File: config.mk
export PLATFORM = sky130hd
export DESIGN_NAME = ptcam
export DESIGN_NICKNAME = d
export VERILOG_FILES = /design/src/rtl/ptcam.sv
export SDC_FILE = /design/constraint.sdc
export NUM_CORES = 1
export LEC_CHECK = 0
export CORE_ASPECT_RATIO = 1.25
export CORE_MARGIN = 3
export CORE_UTILIZATION = 35
export CTS_CLUSTER_SIZE = 10
export DETAILED_ROUTE_END_ITERATION = 8
export DONT_BUFFER_PORTS = 1
export PLACE_DENSITY_LB_ADDON = 0.3
export SLEW_MARGIN = 30
export SYNTH_ARGS = -nofsm -noshare
export SYNTH_HDL_FRONTEND = slang
export SYNTH_SLANG_ARGS = --single-unit
export TNS_END_PERCENT = 1
File: constraint.sdc
create_clock -name clk -period 16.4 [get_ports clk]
set_input_delay 3.28 -clock clk [delete_from_list [all_inputs] [get_ports clk]]
set_output_delay 3.28 -clock clk [all_outputs]
set_load 0.02 [all_outputs]
File: src/rtl/ptcam.sv
// ptcam: pseudo-ternary CAM with masked writes, registered read and masked search (PTCAM_PARALLEL_SEARCH_EN selects single-cycle search)
module ptcam #(
    parameter int DEPTH  = 16,
    parameter int ADDR_W = 4,
    parameter int DATA_W = 19
) (
    input  logic              clk,
    input  logic              reset_n,
    input  logic [ADDR_W-1:0] w_addr,
    input  logic [DATA_W-1:0] w_din,
    input  logic [DATA_W-1:0] w_mask,
    input  logic              w_en,
    input  logic [ADDR_W-1:0] r_addr,
    output logic [DATA_W-1:0] r_dout,
    input  logic [DATA_W-1:0] search_din,
    input  logic [DATA_W-1:0] search_mask,
    input  logic              search_en,
    output logic              search_valid,
    output logic [DATA_W-1:0] search_dout,
    output logic [ADDR_W-1:0] search_addr_out,
    output logic              search_notfound
);
    logic [DATA_W-1:0] mem [DEPTH];
    logic [DEPTH-1:0]  valid;
    logic              sv_n, snf_n;
    logic [DATA_W-1:0] sd_n;
    logic [ADDR_W-1:0] sa_n;

    // storage: bit-masked write, any write marks the entry valid
    always_ff @(posedge clk or posedge reset_n) begin
        if (reset_n) begin
            for (int i = 0; i < DEPTH; i++) mem[i] <= '0;
            valid <= '0;
        end else if (w_en) begin
            mem[w_addr]   <= (mem[w_addr] & ~w_mask) | (w_din & w_mask);
            valid[w_addr] <= 1'b1;
        end
    end

    // read port: one-cycle latency, old data on a same-address write
    always_ff @(posedge clk or posedge reset_n) begin
        if (reset_n) r_dout <= '0;
        else         r_dout <= mem[r_addr];
    end

`ifdef PTCAM_PARALLEL_SEARCH_EN
    // compare every entry on the start pulse; descending loop leaves the lowest hit
    always_comb begin
        sv_n  = 1'b0;
        sd_n  = search_dout;
        sa_n  = search_addr_out;
        snf_n = search_notfound;
        if (search_en) begin
            sv_n  = 1'b1;
            sd_n  = '0;
            sa_n  = '0;
            snf_n = 1'b1;
            for (int i = DEPTH - 1; i >= 0; i--)
                if (valid[i] && ((mem[i] ^ search_din) & search_mask) == '0) begin
                    sd_n  = mem[i];
                    sa_n  = ADDR_W'(i);
                    snf_n = 1'b0;
                end
        end
    end
`else
    typedef enum logic {IDLE, SCAN} state_t;
    state_t            state, state_n;
    logic [ADDR_W-1:0] idx, idx_n;
    logic [DATA_W-1:0] key, key_n, kmask, kmask_n;
    logic              hit;

    assign hit = valid[idx] && ((mem[idx] ^ key) & kmask) == '0;

    // scan state: latched key/mask and the entry index under comparison
    always_ff @(posedge clk or posedge reset_n) begin
        if (reset_n) begin
            state <= IDLE;
            idx   <= '0;
            key   <= '0;
            kmask <= '0;
        end else begin
            state <= state_n;
            idx   <= idx_n;
            key   <= key_n;
            kmask <= kmask_n;
        end
    end

    // one entry per cycle, first hit ends the scan; start pulses during a scan are dropped
    always_comb begin
        state_n = state;
        idx_n   = idx;
        key_n   = key;
        kmask_n = kmask;
        sv_n    = 1'b0;
        sd_n    = search_dout;
        sa_n    = search_addr_out;
        snf_n   = search_notfound;
        if (state == IDLE) begin
            if (search_en) begin
                key_n   = search_din;
                kmask_n = search_mask;
                idx_n   = '0;
                state_n = SCAN;
            end
        end else if (hit) begin
            sv_n    = 1'b1;
            sd_n    = mem[idx];
            sa_n    = idx;
            snf_n   = 1'b0;
            state_n = IDLE;
        end else if (idx == ADDR_W'(DEPTH - 1)) begin
            sv_n    = 1'b1;
            sd_n    = '0;
            sa_n    = '0;
            snf_n   = 1'b1;
            state_n = IDLE;
        end else begin
            idx_n = idx + ADDR_W'(1);
        end
    end
`endif

    // result registers: strobe for one cycle, data held until the next result
    always_ff @(posedge clk or posedge reset_n) begin
        if (reset_n) begin
            search_valid    <= 1'b0;
            search_dout     <= '0;
            search_addr_out <= '0;
            search_notfound <= 1'b0;
        end else begin
            search_valid    <= sv_n;
            search_dout     <= sd_n;
            search_addr_out <= sa_n;
            search_notfound <= snf_n;
        end
    end
endmodule

Word-level counts from Yosys, hierarchy flattened
Index checks and enable logic that the tools add are counted.
Storage, ports and cells
  register bits after elaboration: 407
  input port bits: 88
  word-level logic and storage cells: 90
  output and inout bits: 44
Cells by class
  $lt $le $gt $ge: 7
  eq/ne operators: 3
  $add $sub $neg: 1
  muxes and demuxes: 33
  bitwise logic cells: 11
  reduce and logical (&&, ||, !) cells: 9
Operators with widths (number)
  304-bit bitwise mux: 1
  19-bit binary-select mux with 4-bit select: 3
  19-bit two-way mux: 9
  19-bit demux with 4-bit select: 1
  19-bit bitwise AND: 3
  4-bit two-way mux: 6
  19-bit logical NOT: 1
  19-bit inverter: 1
  19-bit OR: 1
  19-bit XOR: 1
  16-bit OR: 1
  5-bit greater-or-equal comparator (second input constant): 3
  4-bit inverter with 5-bit output: 3
  1-bit two-way mux: 11
  4-bit by 5-bit less-than comparator with 1-bit output (second input constant): 2
  5-bit by 1-bit less-than comparator with 1-bit output (second input constant): 1
  4-bit by 1-bit adder with 4-bit output (second input constant): 1
  1-bit binary-select mux with 4-bit select: 1
  1-bit demux with 4-bit select: 1
  4-bit equality test (second input constant): 1
  4-bit by 1-bit greater-or-equal comparator with 1-bit output (second input constant): 1
  2-bit != test (second input constant): 2
  2-bit AND reduction: 2
  2-bit nonzero test: 2
  3 further kinds: 5

Logic depth before layout (Yosys ltp)
  depth after elaboration: 10
  mapped depth: 15
  depth with buffers taken out: 9

Worst setup path before layout
Ideal clock, no wire load.
  path type: input to register
  from: input port w_addr[1]
  to: register mem[41] (netlist name)
  buffers on the path: 4
  arrival: 5.907 ns
  data required time: 16.263 ns
  stages on the path: 8
  library setup time: 0.137 ns
  setup slack: 10.356 ns
  path through: clkbuf_1 -> clkbuf_1 -> clkbuf_1 -> mux4_2 -> mux4_2 -> mux2i_1 -> clkbuf_1 -> a21oi_1
Between the ends
  word-level cells in the longest chain between the ends: 7
  elaborated cells between the ends (all ways): 12
  classes of those cells: order compare (2); mux (6); bitwise (3); reduce/logical (1)
RTL lines
  from (decl): line 9  | input logic [ADDR_W-1:0] w_addr,
  4-bit inverter with 5-bit output (*): line 35  | mem[w_addr] <= (mem[w_addr] & ~w_mask) | (w_din & w_mask);
  19-bit binary-select mux with 4-bit select: line 35
  19-bit two-way mux (implied by the code) (2 in series): line 35
  19-bit bitwise AND: line 35
  19-bit OR: line 35
  304-bit bitwise mux (*): line 35
  to (signal, indexed assignment): line 35
  to (decl): line 23  | logic [DATA_W-1:0] mem [DEPTH];
Every way passes the cells marked *; elsewhere a longest branch is shown, timed or not. The select of a mux whose other input is x is not followed.
A chain may end at the register's enable or synchronous reset.

Final worst setup path
  from: input port w_addr[0]
  to: register mem[69] (netlist name)
The elaborated chain is that of the path after synthesis.

==> impl_summary.txt <==
----------------------------------------------------
[Setup path]
  CP Max Fanout ... 82
  Data required time of the critical path ... 16.79 ns
  Endpoint class of the critical path ... flop
  Critical path launch point type ... input port
  Cell-by-cell listing of the critical path ... mux4_2, mux4_2, mux2i_2, o21ai_0
  Crit path depth ... 4
  Most used cell, CP ... mux4_2
  Crit-path slowest cell ... mux2i_2
  Crit path largest cell delay ... 0.78 ns
  Critical path class ... in -> reg
  Depth of the worst register-to-register path ... 10
  Number of buffer and inverter instances along the worst setup path ... 0
  Cell family with the largest share of critical-path delay ... multiplexers
  Arrival time at the worst endpoint ... 5.48 ns

[Synthesis]
  Dominant combinational cell family by area after synthesis ... multiplexers
  Net count after synthesis ... 1959
  Register bit count reported by yosys ... 407
  Fraction of synthesized cell area in xor and xnor cells ... 0.900%
  Post-synthesis cell type with the largest combined area ... dfrtp_1
  Mapped Area ... 22400 um2
  List of most frequent post-synthesis cells ... dfrtp_1 (407), mux4_2 (236), nor2_1 (213)
  Asr flop ratio synth ... 100%
  Area share of the leading cell type in the synthesized netlist ... 45.5%
  Compound-cell area share of the yosys netlist ... 10.4%
  Most area-consuming cells after synthesis ... dfrtp_1 (46%), mux4_2 (24%), mux2i_1 (5.1%)
  Mux cell area share after synthesis ... 31.1%
  Avg Synthesized Cell Area ... 12.0 um2
  Simple-gate share of the synthesized area ... 8.63%
  Synth cell types ... 58
  Commonest register cell after synthesis ... dfrtp_1
  Leading cell type by number of instances after synthesis ... dfrtp_1
  Synth Area in Adders ... 0.0559%
  Number of enable flip-flop cells after synthesis ... 0
  Number of synthesis warnings ... 0
  Cell count after synthesis ... 1870
  Proportion of synthesized chip area in sequential cells ... 45.5%

[Routing]
  Wire length per cell after detailed routing ... 26.5 um
  Count of TritonRoute iterations in the first routing pass ... 5
  Vias per inst ... 5.95
  DR iter-0 viols ... 1173
  Vias after detailed routing ... 15700
  Post-detailed-route count of antenna-violating nets ... 0
  DRC violation count after routing ... 0
  Total wirelength of the detailed-routed design ... 69700 um

[Hold path]
  Tightest Hold Check Type ... reg -> reg
  Count of cells along the worst hold path ... 1

[Layout]
  Share of the core filled with cells ... 38.6%
  Nets ... 1870
  Share of post-route cells with drive strength above 1 ... 23.2%
  Design Area, Final ... 24400 um2
  Count of placed standard cells in the final layout, fillers left out ... 2631
  Layout overhead on the synthesized area ... 9.14%
  Diode count ... 0

[Placed design]
  Worst slack after detailed placement ... 10.75 ns
  HPWL Detailed ... 45100 um
  Cell Area, Placed ... 23100 um2
  Cell count after placement ... 2571
  GPL Wtd Cong ... 0.832
  Port Buf Inserts ... 0

[Die]
  Number of placed I/O pins ... 132
  Core ar. ... 63300 um2
  Die height ... 289 um
  DIE WIDTH ... 232 um
  DIE AREA ... 67000 um2
  Initial Util ... 35.4%
  Total number of placement rows ... 103

[Timing]
  Final hold violation count ... 0
  Setup total negative slack ... 0 ns
  Normalized max-slew margin ... 34.3%
  Final worst clock skew ... 0.0232 ns
  Hold WS ... 0.458 ns
  Setup Viol. Count Final ... 0
  Setup repair after global routing missed its margin ... no
  Tmin final ... 5.09 ns
  Measured slew at the worst slew-check pin ... 0.966 ns
  Fraction of the cycle the final worst path needs ... 31.0%
  Maximum clock frequency ... 196 MHz
  Slew Limit Fails ... 0
  Final WS setup ... 11.31 ns

[Global routing]
  GRT Residual Overflow ... 0
  Maximum number of pins on one net before global-route repair ... 158
  Via count of the first global-routing pass ... 16000
  Global-route wire length before repair ... 105000 um
  Initial antenna violation count ... 0
  Aggregate global-route resource usage ... 20.9%

[Pwr]
  P per Cell Area ... 177 nW/um2
  Overall Power ... 4.33 mW
  Static leakage ... 9.74 nW
  Worst supply voltage drop on vdd ... 0.0791 mV

[Clocking]
  # resized after CTS ... 0
  TritonCTS clock tree ... yes
  H-tree depth ... 2
  CTS sink cnt ... 407
  Clock Pin Slew Worst Setup and Hold Paths ... 0.05 ns
  Maximum clock path buffer count ... 3
  Post-CTS Setup Inserts ... 0
  Worst skew pair latency ... 0.57 ns
  Root Driver ... clkbuf_16
  Number of hold buffers added after cts ... 0
  Number of buffers created by CTS ... 47

[Job]
  Number of max-capacitance violations reported ... 0

[Status]
  Outcome ... complete, no violations

----------------------------------------------------
-- power by group --
part / total [mW] / internal (mW) / leakage, nW / switching [mW]
clock network: 0.926 / 0.526 / 0.623 / 0.400
logic: 1.68 / 0.832 / 4.24 / 0.853
registers: 1.72 / 1.31 / 4.88 / 0.405
-- worst paths after layout --
path | startpoint | to | slack [ns]
max | w_addr[0] | mem[69] | 11.31
max in group asynchronous | reset_n | mem[96] | 12.15
min reg2reg | valid[1] | valid[1] | 0.46
max reg2reg | idx[1] | search_dout[8] | 11.42
min | valid[1] | valid[1] | 0.46
min in group asynchronous | reset_n | mem[73] | 2.66
-- cells in the final DEF (no fill, tap or decap), types with 4 or more instances in the layout --
cell type	netlist	final
a21oi_1	200	200
xnor2_1	17	17
mux2_2	38	38
nor2_4	0	10
a22o_1	24	24
nand2_1	156	156
nor2b_1	8	7
buf_4	11	28
o2bb2ai_1	4	4
clkbuf_1	126	7
nand3b_1	4	4
and3_1	8	8
nand2b_1	12	11
inv_2	4	4
xor2_1	6	6
or2_2	10	10
mux2i_2	0	19
mux2i_1	115	96
or3_1	5	5
o21ai_0	128	128
inv_1	5	4
nor2_1	213	203
clkbuf_16	0	48
a31oi_1	4	4
nand3_1	22	22
dfrtp_1	407	403
a221oi_1	4	4
a22oi_1	23	23
mux4_2	236	236
-- cell families after synthesis --
family / Yosys count
XOR/XNOR: 23
flip-flops: 407
AO/OA/AOI/OAI: 409
buffers and inverters: 179
multiplexers: 393
AND/OR/NAND/NOR: 458
adder cells (fa/ha/maj): 1
-- state kept, by name, summed over array words and instances, names as in the netlist --
name and flops:
search_addr_out 4, search_dout 19, kmask 19, state 1
valid 16, search_valid 1, idx 4, key 19
mem 304, r_dout 19, search_notfound 1
-- routing by layer --
| layer | global-route usage [%] | share of wire [%] |
|---|---|---|
| met5 | 0 | 0 |
| met3 | 4.67 | 8.1 |
| met4 | 8.38 | 4.4 |
| met1 | 25.7 | 38 |
| met2 | 35.6 | 50 |
-- area by class of cell --
type | instances | area, um2
multi-input cells | 1284 | 11600
flip-flops and latches | 407 | 10200
repair buffers | 32 | 280
inverters | 9 | 41.3
clock buffers | 56 | 1240
fillers | 5994 | 38900
clock inverters | 3 | 33.8
well taps | 840 | 1050
(Power assumes the default switching activity.)
==> edit 1 (same settings) <==
Register the inputs `w_addr`, `w_din`, `w_mask`, `w_en` and `r_addr` before use, without a reset. The logic sees them one clock later. The other inputs are not delayed to match.
--- a/src/rtl/ptcam.sv
+++ b/src/rtl/ptcam.sv
@@ -20,6 +20,21 @@
     output logic [ADDR_W-1:0] search_addr_out,
     output logic              search_notfound
 );
+
+    logic [ADDR_W-1:0] w_addr_q;
+    logic [DATA_W-1:0] w_din_q;
+    logic [DATA_W-1:0] w_mask_q;
+    logic w_en_q;
+    logic [ADDR_W-1:0] r_addr_q;
+
+    always_ff @(posedge clk) begin
+        w_addr_q <= w_addr;
+        w_din_q  <= w_din;
+        w_mask_q <= w_mask;
+        w_en_q   <= w_en;
+        r_addr_q <= r_addr;
+    end
+
     logic [DATA_W-1:0] mem [DEPTH];
     logic [DEPTH-1:0]  valid;
     logic              sv_n, snf_n;
@@ -31,16 +46,16 @@
         if (reset_n) begin
             for (int i = 0; i < DEPTH; i++) mem[i] <= '0;
             valid <= '0;
-        end else if (w_en) begin
-            mem[w_addr]   <= (mem[w_addr] & ~w_mask) | (w_din & w_mask);
-            valid[w_addr] <= 1'b1;
+        end else if (w_en_q) begin
+            mem[w_addr_q]   <= (mem[w_addr_q] & ~w_mask_q) | (w_din_q & w_mask_q);
+            valid[w_addr_q] <= 1'b1;
         end
     end
 
     // read port: one-cycle latency, old data on a same-address write
     always_ff @(posedge clk or posedge reset_n) begin
         if (reset_n) r_dout <= '0;
-        else         r_dout <= mem[r_addr];
+        else         r_dout <= mem[r_addr_q];
     end
 
 `ifdef PTCAM_PARALLEL_SEARCH_EN
Formal check against the unedited RTL: not equivalent (Yosys sat finds a counterexample within 4 cycles, from zero or initial values and one cycle with reset_n high).
==> edit 1 against the unedited design <==
Clock power is 16% higher; final area is 6.0% higher; global-route usage is 0.67 points lower; combinational power is 5% higher; setup slack better by 24 ps; sequential share of layout area is 1.4 points higher; synthesized area is 4.7% higher; sequential cell count is 47 higher; clock skew is 3.3 ps lower; non-clock buffer count is 9 higher; power is 8.6% higher; routed wire length is 2.1% higher; cell count is 3.1% higher.
==> edit 1: results (changes against the unedited design) <==
Status:
- The flow ran to the end, and the final reports show no timing, DRC or antenna violations.

Power:
- The reported net switching power is 1.76 mW (+6.4%).
- The static leakage was 10.1 nW (+4.2%).

Place:
- The routability congestion estimate from global placement is 0.975 (+17%).
- The sum of net half-perimeters after detailed placement is 44300 um (-1.8%).
- The standard cell area after detailed placement is 24300 um^2 (+5.0%).
- The count of placed standard cells including taps is 2611 (+1.6%).

Cells and area:
- The fraction of final layout cells with drive strength greater than 1 was 26.0% (+2.9 points).
- The number of standard cells in the final layout excluding fillers is 2713 (+3.1%).
- The count of fill cells added during filler insertion is 6113 (+2.0%).

Timing:
- The final worst hold slack is 459 ps (+1.39 ps).
- The worst max-slew margin expressed relative to the limit was 38.7% (+4.4 points).
- The worst clock skew came to 19.9 ps (-3.30 ps).

GRT:
- The number of antenna violations at the first check in global routing was 16 (+16).
- The routing usage on met3 is 4.04% (-0.63 points).
- The via count of the first global-routing pass was 16067 (+0.16%).
- The global routing met2 resource utilization is 33.6% (-2.0 points).
- The met1 capacity usage during global routing came to 26.5% (+0.81 points).
- The pin count of the biggest net entering global routing was 187 (+18%).

Drt:
- The number of DRC violations after detailed-routing iteration 0 came to 1417 (+21%).
- The via density per instance came to 5.85 (-1.7%).
- The detailed-route wire length per cell is 26.2 um (-1.0%).

Synth:
- The post-synth net total is 1974 (+0.77%).
- The compound-cell area share of the yosys netlist is 9.33% (-1.0 points).
- The post-synthesis xor/xnor area fraction was 1.27% (+0.37 points).
- The area share of fa/ha/maj cells after synthesis is 0.0534% (-0.0025 points).
- The sequential cell area fraction in the yosys report came to 47.5% (+2.0 points).
- The mux share of post-synthesis cell area is 30.0% (-1.1 points).
- By count the netlist is led by 407 x sky130_fd_sc_hd__dfrtp_1, 257 x sky130_fd_sc_hd__mux4_2, 233 x sky130_fd_sc_hd__nor2_1.
- After synthesis, the cell types taking the most area are sky130_fd_sc_hd__dfrtp_1 43%, sky130_fd_sc_hd__mux4_2 25%, sky130_fd_sc_hd__a21oi_1 4.3%.
- The distinct cell type count after synthesis came to 56 (-3.4%).
- The fraction of registers with async set or reset after synthesis was 89.6% (-10 points).

Worst setup path:
- The slowest stage of the critical path belongs to the cell sky130_fd_sc_hd__dfrtp_4.
- The number of cells traversed by the worst register-to-register path is 12 (+2).
- The largest stage delay on the critical path is 710 ps (-70 ps).

Clock tree:
- The total CTS buffers is 52 (+11%).
==> edit 1: changes by cell type in the layout (fill, tap and decap cells not counted), sizes merged, moves of 19 or more <==
cell	delta
a22o	-24
nor2	+20
dfxtp	+47
mux2i	-52
a22oi	-19
mux4	+21
clkbuf	+35
==> edit 1: metal layers <==
| layer | vias up | wire length (um) |
|---|---|---|
| met2 | 620 | 34300 |
| met5 | - | 129 |
| met1 | 8224 | 28800 |
| li1 | 6860 | - |
| met3 | 158 | 5300 |
| met4 | 20 | 2570 |
==> edit 1: worst max-delay path: cells and delay by family (launching register included) <==
kind / cells / cell delay [ps]
buffers and inverters: 3 / 1390
muxes: 2 / 1080
AOI/OAI and AO/OA: 4 / 970
DFF: 1 / 710
and+or+nand+nor: 2 / 420
xor gates and xnor gates: 1 / 320
==> edit 1: cells by family after synthesis <==
| family | after synthesis |
|---|---|
| xor gates and xnor gates | 34 |
| adders and majority gates | 1 |
| AOI/OAI and AO/OA | 377 |
| muxes | 375 |
| and+or+nand+nor | 469 |
| buffers and inverters | 175 |
| DFF | 454 |
==> edit 1: worst max path at each step <==
stage               startpoint                  to  slack [ps]
floorplan              reset_n              idx[0]        1800
global placement       reset_n             mem[29]       10810
detailed placement     reset_n            mem[155]       10740
CTS                    reset_n             mem[79]       11350
global route            idx[1]  search_addr_out[3]       11130
finish                  idx[1]  search_addr_out[3]       11330
==> edit 1: power groups by stage <==
| stage | Combinational, mW | Clock, mW | Sequential (mW) |
|---|---|---|---|
| after floorplan | 1.40 | 0 | 1.70 |
| after global placement | 1.70 | 0 | 1.87 |
| after detailed placement | 1.74 | 0 | 1.89 |
| after CTS | 1.74 | 1.09 | 1.87 |
| after global routing | 1.89 | 1.13 | 1.92 |
| final | 1.76 | 1.07 | 1.87 |
==> edit 1: final cells by class <==
cell class              instances  share of cell area (%)
clock inverters                 2                  0.0483
multi-input cells            1256                    45.2
inverters                       7                   0.131
clock buffers                  91                    5.79
well taps                     856                    4.14
flip-flops and latches        454                    43.1
repair buffers                 41                    1.56
diodes                          6                  0.0580
==> edit 2 (same flow settings) <==
Without the edit above. Set the parameter `ADDR_W` to 5 (it was 4).
--- a/src/rtl/ptcam.sv
+++ b/src/rtl/ptcam.sv
@@ -1,7 +1,7 @@
 // ptcam: pseudo-ternary CAM with masked writes, registered read and masked search (PTCAM_PARALLEL_SEARCH_EN selects single-cycle search)
 module ptcam #(
     parameter int DEPTH  = 16,
-    parameter int ADDR_W = 4,
+    parameter int ADDR_W = 5,
     parameter int DATA_W = 19
 ) (
     input  logic              clk,
Ports: changed (resized r_addr, search_addr_out and w_addr); port bits go from 132 to 135. No check against the original RTL was run, so the function may have changed too.
==> edit 2 against the unedited design <==
Final area is 0.66% lower; routed wire length is 2.7% lower; power is 11% lower; sequential cell count is 2 higher; die area is 0.48% lower; via count is 2.2% lower; critical endpoint is now mem[195]; synthesized area is 0.50% lower; setup slack better by 130 ps; fmax is 2.6% higher.
==> edit 2: results (changes against the unedited design) <==
Cells and area:
- The register with the most flip-flops in the final layout is mem.
- The count of fill cells added during filler insertion is 5949 (-0.75%).
- The fraction of final layout cells with drive strength greater than 1 is 21.9% (-1.3 points).
- The flip-flop count of the largest register after layout was 304 (unchanged).
- The total number of nets in the final design is 1872 (+0.11%).

Drt:
- The detailed-route wire length per cell came to 25.9 um (-2.3%).
- The number of DRC violations after detailed-routing iteration 0 is 1081 (-7.8%).
- The via density per instance came to 5.85 (-1.7%).
- The detailed-route DRC error count is 0 (unchanged).
- The number of search-and-repair iterations in the first detailed-routing pass is 5 (unchanged).

GRT:
- The pin count of the biggest net entering global routing is 120 (-24%).
- The via count of the first global-routing pass came to 15929 (-0.70%).
- The number of antenna violations at the first check in global routing is 2 (+2).
- The wire length of the first global-routing pass came to 103000 um (-1.6%).
- The combined global-route utilization of all metal layers is 20.6% (-0.32 points).

Synth:
- The distinct cell type count after synthesis is 53 (-8.6%).
- The commonest cells after synthesis are 409 x sky130_fd_sc_hd__dfrtp_1, 334 x sky130_fd_sc_hd__nand2_1, 263 x sky130_fd_sc_hd__mux4_2.
- The sequential cell area fraction in the yosys report is 46.0% (+0.45 points).
- The fraction of registers with async set or reset after synthesis is 100% (unchanged).
- The total of warnings raised by yosys was 0 (unchanged).
- By area the synthesized netlist is led by sky130_fd_sc_hd__dfrtp_1 46%, sky130_fd_sc_hd__mux4_2 27%, sky130_fd_sc_hd__nand2_1 5.6%.
- The post-synth net total is 1964 (+0.26%).

Worst setup path:
- The maximum fanout encountered on the critical timing path is 82 (unchanged).
- The worst register-to-register path ends at idx[0].
- The worst flop-to-flop path startpoint is idx[1].
- The slack of the worst reg-to-reg path is 11600 ps (+180 ps).
- The worst endpoint data arrival time is 5370 ps (-110 ps).
- The critical path starts at w_addr[0].
- Following the worst setup path forward leads to its endpoint at mem[195].
- The number of cells traversed by the worst register-to-register path is 9 (-1).

Timing:
- The worst max-slew margin expressed relative to the limit is 36.0% (+1.7 points).
- The worst clock skew came to 31.0 ps (+7.83 ps).
- The final sum of negative setup slack is 0 ps (unchanged).

Clock tree:
- After clock tree synthesis, the clock-pin slew on the worst setup and hold paths is 60 ps.
- The H-tree depth is 2 (unchanged).
- The number of gates resized after CTS is 0 (unchanged).
- The post-CTS setup buffer count is 0 (unchanged).
- For the worst-skew pair, the clock arrives at the later sink with an insertion delay of 580 ps.
- The maximum buffer depth of the clock tree is 3 (unchanged).
- The total CTS buffers is 47 (unchanged).
- Clock tree synthesis selected as its root buffer the cell sky130_fd_sc_hd__clkbuf_16.

Place:
- The quantity of I/O buffers inserted on ports was 0 (unchanged).
- The sum of net half-perimeters after detailed placement is 41400 um (-8.2%).
- The routability congestion estimate from global placement was 0.781 (-6.1%).

Power:
- The worst vdd rail ir drop is 0.0807 mV (+2.0%).
- The static leakage came to 9.88 nW (+1.4%).

Status:
- The run finished with clean final reports.

Hold path:
- The class of the tightest hold or removal check is flop to flop.
-- edit 2: metal layers --
| layer | wire (um) | GRT usage [%] | share of wire [%] |
|---|---|---|---|
| met3 | 5650 | 4.84 | 8.3 |
| met1 | 26600 | 26.2 | 39 |
| met2 | 32800 | 34.1 | 48 |
| met5 | 0 | 0 | 0 |
| met4 | 2760 | 7.90 | 4.1 |
-- edit 2: worst min path at each step --
stage               slack, ps   endpoint  cells after the start       from
floorplan                 430  valid[10]                      1  valid[10]
global placement          440   valid[3]                      1   valid[3]
detailed placement        450   valid[6]                      1   valid[6]
CTS                       460   valid[9]                      1   valid[9]
global route              480   valid[1]                      1   valid[1]
finish                    460   valid[9]                      1   valid[9]
-- edit 2: stage by stage --
stage,instance area (um^2),util (%),setup WS [ps],cells
finish,24300,38.9,11440,2619
global route,24300,38.9,11340,2618
CTS,24200,38.8,11190,2617
detailed placement,22900,36.8,10600,2562
global placement,22900,36.6,10650,2562
floorplan,22300,-,1740,1872
-- edit 2: report_power, final --
part | internal (mW) | leakage (nW) | switching [mW]
sequential | 1.27 | 5.12 | 0.288
combinational | 0.667 | 4.12 | 0.697
clock | 0.537 | 0.631 | 0.406
-- edit 2: worst max-delay path: stages --
cell	delay, ps
sky130_fd_sc_hd__mux4_2	540
sky130_fd_sc_hd__mux4_2	530
sky130_fd_sc_hd__mux2i_2	700
sky130_fd_sc_hd__o21ai_0	210
-- edit 2: layout make-up --
type / count / area (um^2) / area share [%]
tap: 832 / 1040 / 4.29
multi-input combinational: 1278 / 11400 / 46.8
inverter: 12 / 52.6 / 0.217
timing repair buffer: 32 / 275 / 1.13
antenna: 1 / 2.50 / 0.0103
sequential: 409 / 10200 / 42.2
clock buffer: 52 / 1220 / 5.05
clock inverter: 3 / 62.6 / 0.258
-- edit 2: logic make-up after synthesis --
logic type / Yosys count / share of synthesized area (%)
mux: 313 / 29.1
fa+ha+maj: 2 / 0.112
simple gates: 546 / 10.4
buf+inv: 185 / 3.53
flops: 409 / 46.0
xor+xnor: 14 / 0.551
compound gates: 403 / 10.4
